**config.mk**
```make
export PLATFORM = sky130hd
export DESIGN_NAME = stream_max_flat
export DESIGN_NICKNAME = d
export VERILOG_FILES = /design/src/rtl/stream_max_pkg.sv /design/src/rtl/stream_max_if.sv /design/src/rtl/stream_max.sv /design/src/flat_wrapper.sv
export SDC_FILE = /design/constraint.sdc
export NUM_CORES = 1
export LEC_CHECK = 0
export CORE_MARGIN = 1.5
export CORE_UTILIZATION = 35
export CTS_CLUSTER_SIZE = 16
export DETAILED_ROUTE_END_ITERATION = 10
export PLACE_DENSITY = 0.58
export REMOVE_ABC_BUFFERS = 1
export SYNTH_ARGS = -nofsm -noshare
export SYNTH_HDL_FRONTEND = slang
export SYNTH_SLANG_ARGS = --single-unit
```
**constraint.sdc**
```tcl
create_clock -name clk -period 3.05 [get_ports clk]
set_input_delay 0.4575 -clock clk [delete_from_list [all_inputs] [get_ports clk]]
set_output_delay 0.4575 -clock clk [all_outputs]
set_load 0.05 [all_outputs]
```
**src/rtl/stream_max_pkg.sv**
```systemverilog
// Shared defaults for the attention-datapath reducers (stream and parallel Min/Max).
package stream_max_pkg;
    localparam int SM_DATA_WIDTH  = 16;
    localparam int SM_DATA_LENGTH = 8;
endpackage

```
**src/rtl/stream_max_if.sv**
```systemverilog
// Element stream in, row max/argmax result out; both sides are valid/ready.
interface stream_max_if
    import stream_max_pkg::*;
#(
    parameter int DATA_WIDTH  = SM_DATA_WIDTH,
    parameter int DATA_LENGTH = SM_DATA_LENGTH
);
    localparam int IDX_WIDTH = $clog2(DATA_LENGTH);

    logic                  in_valid;
    logic                  in_ready;
    logic [DATA_WIDTH-1:0] in_data;
    logic                  out_valid;
    logic                  out_ready;
    logic [DATA_WIDTH-1:0] out_max;
    logic [IDX_WIDTH-1:0]  out_idx;

    modport slave (
        input  in_valid, in_data, out_ready,
        output in_ready, out_valid, out_max, out_idx
    );

    modport master (
        output in_valid, in_data, out_ready,
        input  in_ready, out_valid, out_max, out_idx
    );
endinterface

```
**src/rtl/stream_max.sv**
```systemverilog
// Serial signed max/argmax over DATA_LENGTH elements; ties keep the earliest index.
module stream_max
    import stream_max_pkg::*;
#(
    parameter int DATA_WIDTH  = SM_DATA_WIDTH,
    parameter int DATA_LENGTH = SM_DATA_LENGTH
) (
    input  logic         clk,
    input  logic         rst_n,
    stream_max_if.slave  s_if
);
    localparam int IDX_WIDTH = $clog2(DATA_LENGTH);
    localparam logic [IDX_WIDTH-1:0] LAST_IDX = IDX_WIDTH'(DATA_LENGTH - 1);

    typedef enum logic {
        COLLECT = 1'b0,
        OUTPUT  = 1'b1
    } state_t;

    state_t                        r_state;
    state_t                        w_state_nxt;
    logic                          r_in_ready;
    logic                          r_out_valid;
    logic                          w_in_ready_nxt;
    logic                          w_out_valid_nxt;
    logic [IDX_WIDTH-1:0]          r_cnt;
    logic [IDX_WIDTH-1:0]          r_idx;
    logic signed [DATA_WIDTH-1:0]  r_max;
    logic                          w_in_acc;
    logic                          w_out_acc;
    logic                          w_last;

    assign w_in_acc  = s_if.in_valid && r_in_ready;
    assign w_out_acc = r_out_valid && s_if.out_ready;
    assign w_last    = (r_cnt == LAST_IDX);

    // Handshake flags are flopped from the next state, so neither depends
    // combinationally on in_valid/out_ready of the current cycle.
    always_ff @(posedge clk or negedge rst_n) begin
        if (!rst_n) begin
            r_state     <= COLLECT;
            r_in_ready  <= 1'b0;
            r_out_valid <= 1'b0;
        end else begin
            r_state     <= w_state_nxt;
            r_in_ready  <= w_in_ready_nxt;
            r_out_valid <= w_out_valid_nxt;
        end
    end

    always_comb begin
        w_state_nxt = r_state;
        case (r_state)
            COLLECT: if (w_in_acc && w_last) w_state_nxt = OUTPUT;
            OUTPUT:  if (w_out_acc)          w_state_nxt = COLLECT;
            default:                         w_state_nxt = COLLECT;
        endcase
    end

    always_comb begin
        w_in_ready_nxt  = (w_state_nxt == COLLECT);
        w_out_valid_nxt = (w_state_nxt == OUTPUT);
    end

    always_ff @(posedge clk or negedge rst_n) begin
        if (!rst_n) begin
            r_cnt <= '0;
            r_idx <= '0;
            r_max <= '0;
        end else if (w_in_acc) begin
            r_cnt <= w_last ? '0 : r_cnt + 1'b1;
            if (r_cnt == '0) begin
                r_max <= s_if.in_data;
                r_idx <= '0;
            end else if ($signed(s_if.in_data) > r_max) begin
                r_max <= s_if.in_data;
                r_idx <= r_cnt;
            end
        end
    end

    assign s_if.in_ready  = r_in_ready;
    assign s_if.out_valid = r_out_valid;
    assign s_if.out_max   = r_max;
    assign s_if.out_idx   = r_idx;
endmodule

```
**src/flat_wrapper.sv**
```systemverilog
// flat-port wrapper written by rule: the top's interface ports become plain ports
module stream_max_flat import stream_max_pkg::*;
#(
    parameter int DATA_WIDTH  = SM_DATA_WIDTH,
    parameter int DATA_LENGTH = SM_DATA_LENGTH
)
  (clk, rst_n, s_if_in_valid, s_if_in_data, s_if_out_ready, s_if_in_ready, s_if_out_valid, s_if_out_max, s_if_out_idx);
  stream_max_if #(.DATA_WIDTH(DATA_WIDTH), .DATA_LENGTH(DATA_LENGTH)) s_if_i ();
  input  logic clk;
  input  logic rst_n;
  input wire logic [$bits(s_if_i.in_valid)-1:0] s_if_in_valid;
  input wire logic [$bits(s_if_i.in_data)-1:0] s_if_in_data;
  input wire logic [$bits(s_if_i.out_ready)-1:0] s_if_out_ready;
  output wire logic [$bits(s_if_i.in_ready)-1:0] s_if_in_ready;
  output wire logic [$bits(s_if_i.out_valid)-1:0] s_if_out_valid;
  output wire logic [$bits(s_if_i.out_max)-1:0] s_if_out_max;
  output wire logic [$bits(s_if_i.out_idx)-1:0] s_if_out_idx;
  assign s_if_i.in_valid = s_if_in_valid;
  assign s_if_i.in_data = s_if_in_data;
  assign s_if_i.out_ready = s_if_out_ready;
  assign s_if_in_ready = s_if_i.in_ready;
  assign s_if_out_valid = s_if_i.out_valid;
  assign s_if_out_max = s_if_i.out_max;
  assign s_if_out_idx = s_if_i.out_idx;
  stream_max #(.DATA_WIDTH(DATA_WIDTH), .DATA_LENGTH(DATA_LENGTH)) u_core (.clk(clk), .rst_n(rst_n), .s_if(s_if_i));
endmodule
```
==> results.yml <==
clock_network:
  clock_sinks: 24
  h-tree-depth: 1
  clk_latency_ps: 260
  cts_setup_buffers: 0
  root_buffer: "clkbuf_8"
  cts.reportedPaths.clkPinSlew_ps: 80
  cts_tree: "yes"
  numCtsBuffers: 3
  cts_resized: 0
  hold_buffers: 0
  clk_path_buf_depth: 2
setup_path:
  crit_type: "in -> reg"
  rr_startpoint: "u_core.s_if.out_max[15]"
  path_common_cell: "nor3_1"
  cp.arrival_ps: 2650
  required_ps: 3200
  cpMaxStageDelayCell: "clkdlybuf4s50_1"
  rr_worst_depth: 9
  critPathCaptureType: "flop"
  crit_chain: "clkdlybuf4s50_1 -> ha_1 -> a21oi_1 -> nor3_1 -> nor3_1 -> mux2i_1 -> o21ba_1 -> buf_4 -> mux2_2"
  worst_setup_path_start_kind: "primary input"
  slowest_delay_ps: 430
  regToRegSetupSlack_ps: 770
  path_max_fanout: 10
  rr_endpoint: "u_core.s_if.out_max[0]"
power_and_ir_drop:
  switching_share_pct: 47.56
  clkPwrFrac_pct: 8.1
  cellPowerDensity_mw_per_mm2: 1162
  cellLeakagePower_nw: 0.9357
  p_seq_share_pct: 25.9
  intPower_w: 0.001177
  switchingPower_w: 0.001067
  finalPower_w: 0.002244
  peakVddDrop_uv: 424.2
  combPwrFrac_pct: 66.0
worst_hold_path:
  holdCritStartpoint: "u_core.r_state"
  hold_end: "u_core.r_state"
  worstHoldPathType: "reg -> reg"
  hold_depth: 1
flow_run:
  maxCapViolCount: 0
sta:
  slew_viol_final: 0
  rsz0062_at_grt: "false"
  setup_ws_ps: 552.3
  worstMarginPinSlew_ps: 502.4
  fmax_mhz: 400.4
  clock_skew_ps: 2.571
  tns_ps: 0
  setup-violations-final: 0
  relSlewSlack_pct: 66.40
  hold_violations: 0
  period_needed_ps: 2498
  min_period_over_period_pct: 81.89
grt:
  grt_pass1_wl_um: 4726
  grt_max_degree: 25
  gr-total-overflow: 0
  antenna_found_initial: 0
  gr-usage-all-layers_pct: 13.88
  grt_pass1_vias: 1063
finish:
  nNetsFinal: 213
  fin_area_mm2: 0.001932
  multi_input_area_um2: 721.9
  num_antenna_cells: 0
  fill_cells: 378
  drive_above_1_share_pct: 13.95
  area_growth_pct: 34.49
  postLayoutCoreUtil_pct: 48.65
  seq_area_um2: 600.6
synthesis:
  synth.yosys.seq_area_share_pct: 41.81
  synthCells: 128
  ys_types: 26
  ys_ff_latch: 24
  syn-cell-area_mm2: 0.001436
  syn_avg_cell_area_um2: 11.22
  yosysWarnings: 0
routing:
  wl_um: 2858
  vias: 1052
  ant_nets: 0
  drt-vias-per-instance: 4.739
  wire_per_inst_um: 12.87
  first_pass_iters: 4
  drt_iter0_markers: 12
  drc: 0
placed_design:
  pre_cts_slack_ps: 266.6
  dpl-instance-area_mm2: 0.001891
  port_buffers: 40
  gp_congestion: 0.7487
  hpwlAfterDp_um: 2305
die:
  die_w_um: 67.06
  die_h_um: 67.06
  dieArea_mm2: 0.004497
  fp.coreArea_mm2: 0.003971
  start_util_pct: 36.17
  pin_count: 41
  rows: 23
run_status:
  status: "complete, no violations"
sequential cells by signal, indices dropped and copies added (netlist names):
| name | flops |
|---|---|
| u_core.r_cnt | 3 |
| u_core.s_if.out_max | 16 |
| u_core.s_if.out_idx | 3 |
| u_core.s_if.in_ready | 1 |
| u_core.r_state | 1 |
stage by stage:
stage          instances  hold slack, ps
2_1_floorplan        126           161.9
3_3_place_gp         219           481.5
3_5_place_dp         219           490.4
4_1_cts              222           501.9
5_1_grt              222           537.2
6_report             222           495.4
placed cells by master, fill, tap and decap left out, drive strengths merged:
master,instances
or3,1
o21ba,1
a21o,2
clkdlybuf4s50,40
a41o,1
nand2,11
nor3,3
o21ai,4
nand4,3
clkbuf,3
a32o,2
mux2i,3
buf,3
nand3,1
ha,19
o211ai,1
mux2,16
o221ai,1
dfrtp,24
nor2,2
inv,22
or2b,1
a21oi,8
synth_stat cells:
| cell | instances | share of area [%] |
|---|---|---|
| nand2_1 | 11 | 2.9 |
| a21o_1 | 2 | 1.0 |
| o21ba_1 | 1 | 0.70 |
| buf_12 | 1 | 1.4 |
| or2b_1 | 1 | 0.52 |
| o221ai_1 | 1 | 0.61 |
| or3_1 | 1 | 0.44 |
| o21ai_1 | 1 | 0.35 |
| ha_1 | 19 | 17 |
| a32o_1 | 2 | 1.4 |
| a21oi_1 | 8 | 2.8 |
| mux2_4 | 8 | 8.4 |
| mux2_2 | 8 | 6.3 |
| buf_6 | 1 | 0.78 |
| dfrtp_1 | 24 | 42 |
| nand4_1 | 2 | 0.87 |
| mux2i_1 | 3 | 2.1 |
| nor3_1 | 2 | 0.70 |
| nor3_2 | 1 | 0.70 |
| o211ai_1 | 1 | 0.52 |
| nand3_1 | 1 | 0.35 |
| nor2_1 | 2 | 0.52 |
| a41o_1 | 1 | 0.70 |
| inv_1 | 22 | 5.7 |
| nand4_2 | 1 | 0.87 |
| o21ai_0 | 3 | 1.0 |
how the worst max path moves through the flow:
stage	from	to	cells past startpoint
2_1_floorplan	u_core.s_if.out_max[15]	u_core.s_if.out_max[0]	8
3_3_place_gp	s_if_in_data[9]	u_core.s_if.out_max[0]	9
3_5_place_dp	s_if_in_data[9]	u_core.s_if.out_max[0]	9
4_1_cts	s_if_in_data[9]	u_core.s_if.out_max[0]	9
5_1_grt	s_if_in_data[9]	u_core.s_if.out_max[0]	9
6_report	s_if_in_data[9]	u_core.s_if.out_max[0]	9
power by group through the flow:
stage / Sequential, W / Combinational, W / Clock (W)
4_1_cts: 0.000585 / 0.00150 / 0.000193
3_3_place_gp: 0.000582 / 0.00147 / 0
5_1_grt: 0.000610 / 0.00160 / 0.000206
2_1_floorplan: 0.00103 / 0.000599 / 0
6_report: 0.000581 / 0.00148 / 0.000183
3_5_place_dp: 0.000588 / 0.00150 / 0
cells by family (layout without fill, tap and decap cells):
logic type                 Yosys count  count (layout)  synth area share (%)
buffers and inverters               24              68                 7.927
muxes                               19              19                 16.73
adders and majority gates           19              19                 16.55
AOI/OAI and AO/OA                   20              20                 9.146
and+or+nand+nor                     22              22                 7.840
DFF                                 24              24                 41.81
critical path, delay by kind of cell:
family	cells	cell delay [ps]
buffers and inverters	2	640
adders and majority gates	1	300
and+or+nand+nor	2	250
AOI/OAI and AO/OA	2	360
muxes	2	620
layout make-up:
type	count	share of cell area, %
Tap cell	50	3.238
Inverter	22	4.275
Sequential cell	24	31.09
Timing Repair Buffer	43	21.89
Clock buffer	3	2.137
Multi-Input combinational cell	80	37.37
metal layers:
layer | track usage, % | vias to the layer above | wire length [um]
li1 | - | 527 | -
met1 | 17.71 | 508 | 1296
met2 | 23.39 | 15 | 1435
met3 | 2.027 | 2 | 92
met4 | 5.357 | 0 | 34
met5 | 0 | - | 0
No activity file was read; power rests on OpenSTA's default activity.
==> RTL edit, RTL diff (same settings) <==
Reset style: synchronous (`rst_n`), changed in 2 clocked blocks.
--- a/src/rtl/stream_max.sv
+++ b/src/rtl/stream_max.sv
@@ -38,3 +38,3 @@
     // combinationally on in_valid/out_ready of the current cycle.
-    always_ff @(posedge clk or negedge rst_n) begin
+    always_ff @(posedge clk) begin
         if (!rst_n) begin
@@ -64,3 +64,3 @@
 
-    always_ff @(posedge clk or negedge rst_n) begin
+    always_ff @(posedge clk) begin
         if (!rst_n) begin
Function: differs if rst_n is asserted again (counterexample within 4 cycles, from zero or initial values and one cycle with rst_n low); with rst_n held inactive, the same outputs for 10 cycles.
==> RTL edit against the original RTL <==
  * Sequential share of layout area decreased by 6.5 points
  * Worst setup slack improved by 0.093 ns
  * Cell area increased by 1.1%
  * Fmax increased by 3.9%
  * Area after synthesis increased by 0.87%
  * Routed wire length increased by 18%
  * Sequential cell count unchanged
  * Register-to-register slack improved by 0.13 ns
  * Non-clock buffer count increased by 1
Power is not compared: it rests on default switching activity, and its combinational part moved more than twofold at a synthesized area within 25%.
==> RTL edit: results <==
export IMPL_placed_cell_area_um2=1880
export IMPL_dr_total_vias=1350
export IMPL_ys_types=32
export IMPL_power_total_uw=878
export IMPL_async_flop_share_pct=0
export IMPL_place_inst=257
export IMPL_ff_latch_area_um2=480
export IMPL_synth_area_leaders="dfxtp_1 33%, ha_1 16%, a21oi_1 8.3%"
export IMPL_synth_area_um2=1450
export IMPL_grt_max_degree=29
export IMPL_multi_input_area_share_pct=42.3
export IMPL_pre_cts_ws_ns=0.366
export IMPL_ys_top_cells_by_count="24 x a21oi_1, 24 x dfxtp_1, 21 x inv_1"
export IMPL_seq_share_pct=24.6
export IMPL_gp_congestion=0.802
export IMPL_initialDrtViolationCount=27
export IMPL_grt_pass1_wl_um=5690
export IMPL_clk_share_pct=3.65
export IMPL_postSynthAreaPerCell_um2=8.42
export IMPL_grt_pass1_vias=1278
export IMPL_crit_fanout=16
export IMPL_grt_usage_pct=16.3
export IMPL_worst_endpoint_arrival_ns=2.59
export IMPL_startpoint="s_if_in_data[3]"
export IMPL_rr_startpoint="u_core.s_if.out_max[3]$_SDFFE_PN0P_"
export IMPL_drive_gt1_share_pct=10.9
export IMPL_status="completed"
export IMPL_buffers=44
export IMPL_wl_per_cell_um=13.0
export IMPL_dp_hpwl_um=2580
export IMPL_critical_path_endpoint="u_core.s_if.out_max[15]$_SDFFE_PN0P_"
export IMPL_reg2reg_slack_ns=0.90
export IMPL_final_nonclk_buf_share_pct=22.0
export IMPL_tightest_slew_ns=0.590
export IMPL_yosysSeqAreaShare_pct=33.2
export IMPL_max_freq_mhz=416
export IMPL_critPathMaxStageDelay_ns=0.51
export IMPL_totalWireLength_um=3390
export IMPL_holdPathEnd="u_core.s_if.out_idx[1]$_SDFFE_PN0P_"
-- RTL edit: changes by cell type in the layout (fill, tap and decap cells not counted), moves of 10 or more --
cell     delta
dfrtp_1    -24
a21oi_1    +16
o21ai_2    +10
dfxtp_1    +24
or3_1      +14
-- RTL edit: worst max-delay path, delay by kind of cell --
family	cells	cell delay (ns)
AOI/OAI and AO/OA	5	0.83
buffers and inverters	2	0.72
and+or+nand+nor	1	0.32
adders and majority gates	1	0.25
-- RTL edit: logic make-up after synthesis --
family,share of synthesized area [%]
AND/OR/NAND/NOR,18.1
buffers and inverters,10.4
adder cells (fa/ha/maj),16.4
multiplexers,0.691
flip-flops,33.2
AO/OA/AOI/OAI,21.2
-- RTL edit: routing by layer --
layer	vias to the layer above	global-route usage (%)	share of wire [%]
li1	683	-	-
met1	640	19.7	45
met2	25	28.8	49
met3	2	4.67	4.8
met4	0	3.06	0.62
met5	-	0	0
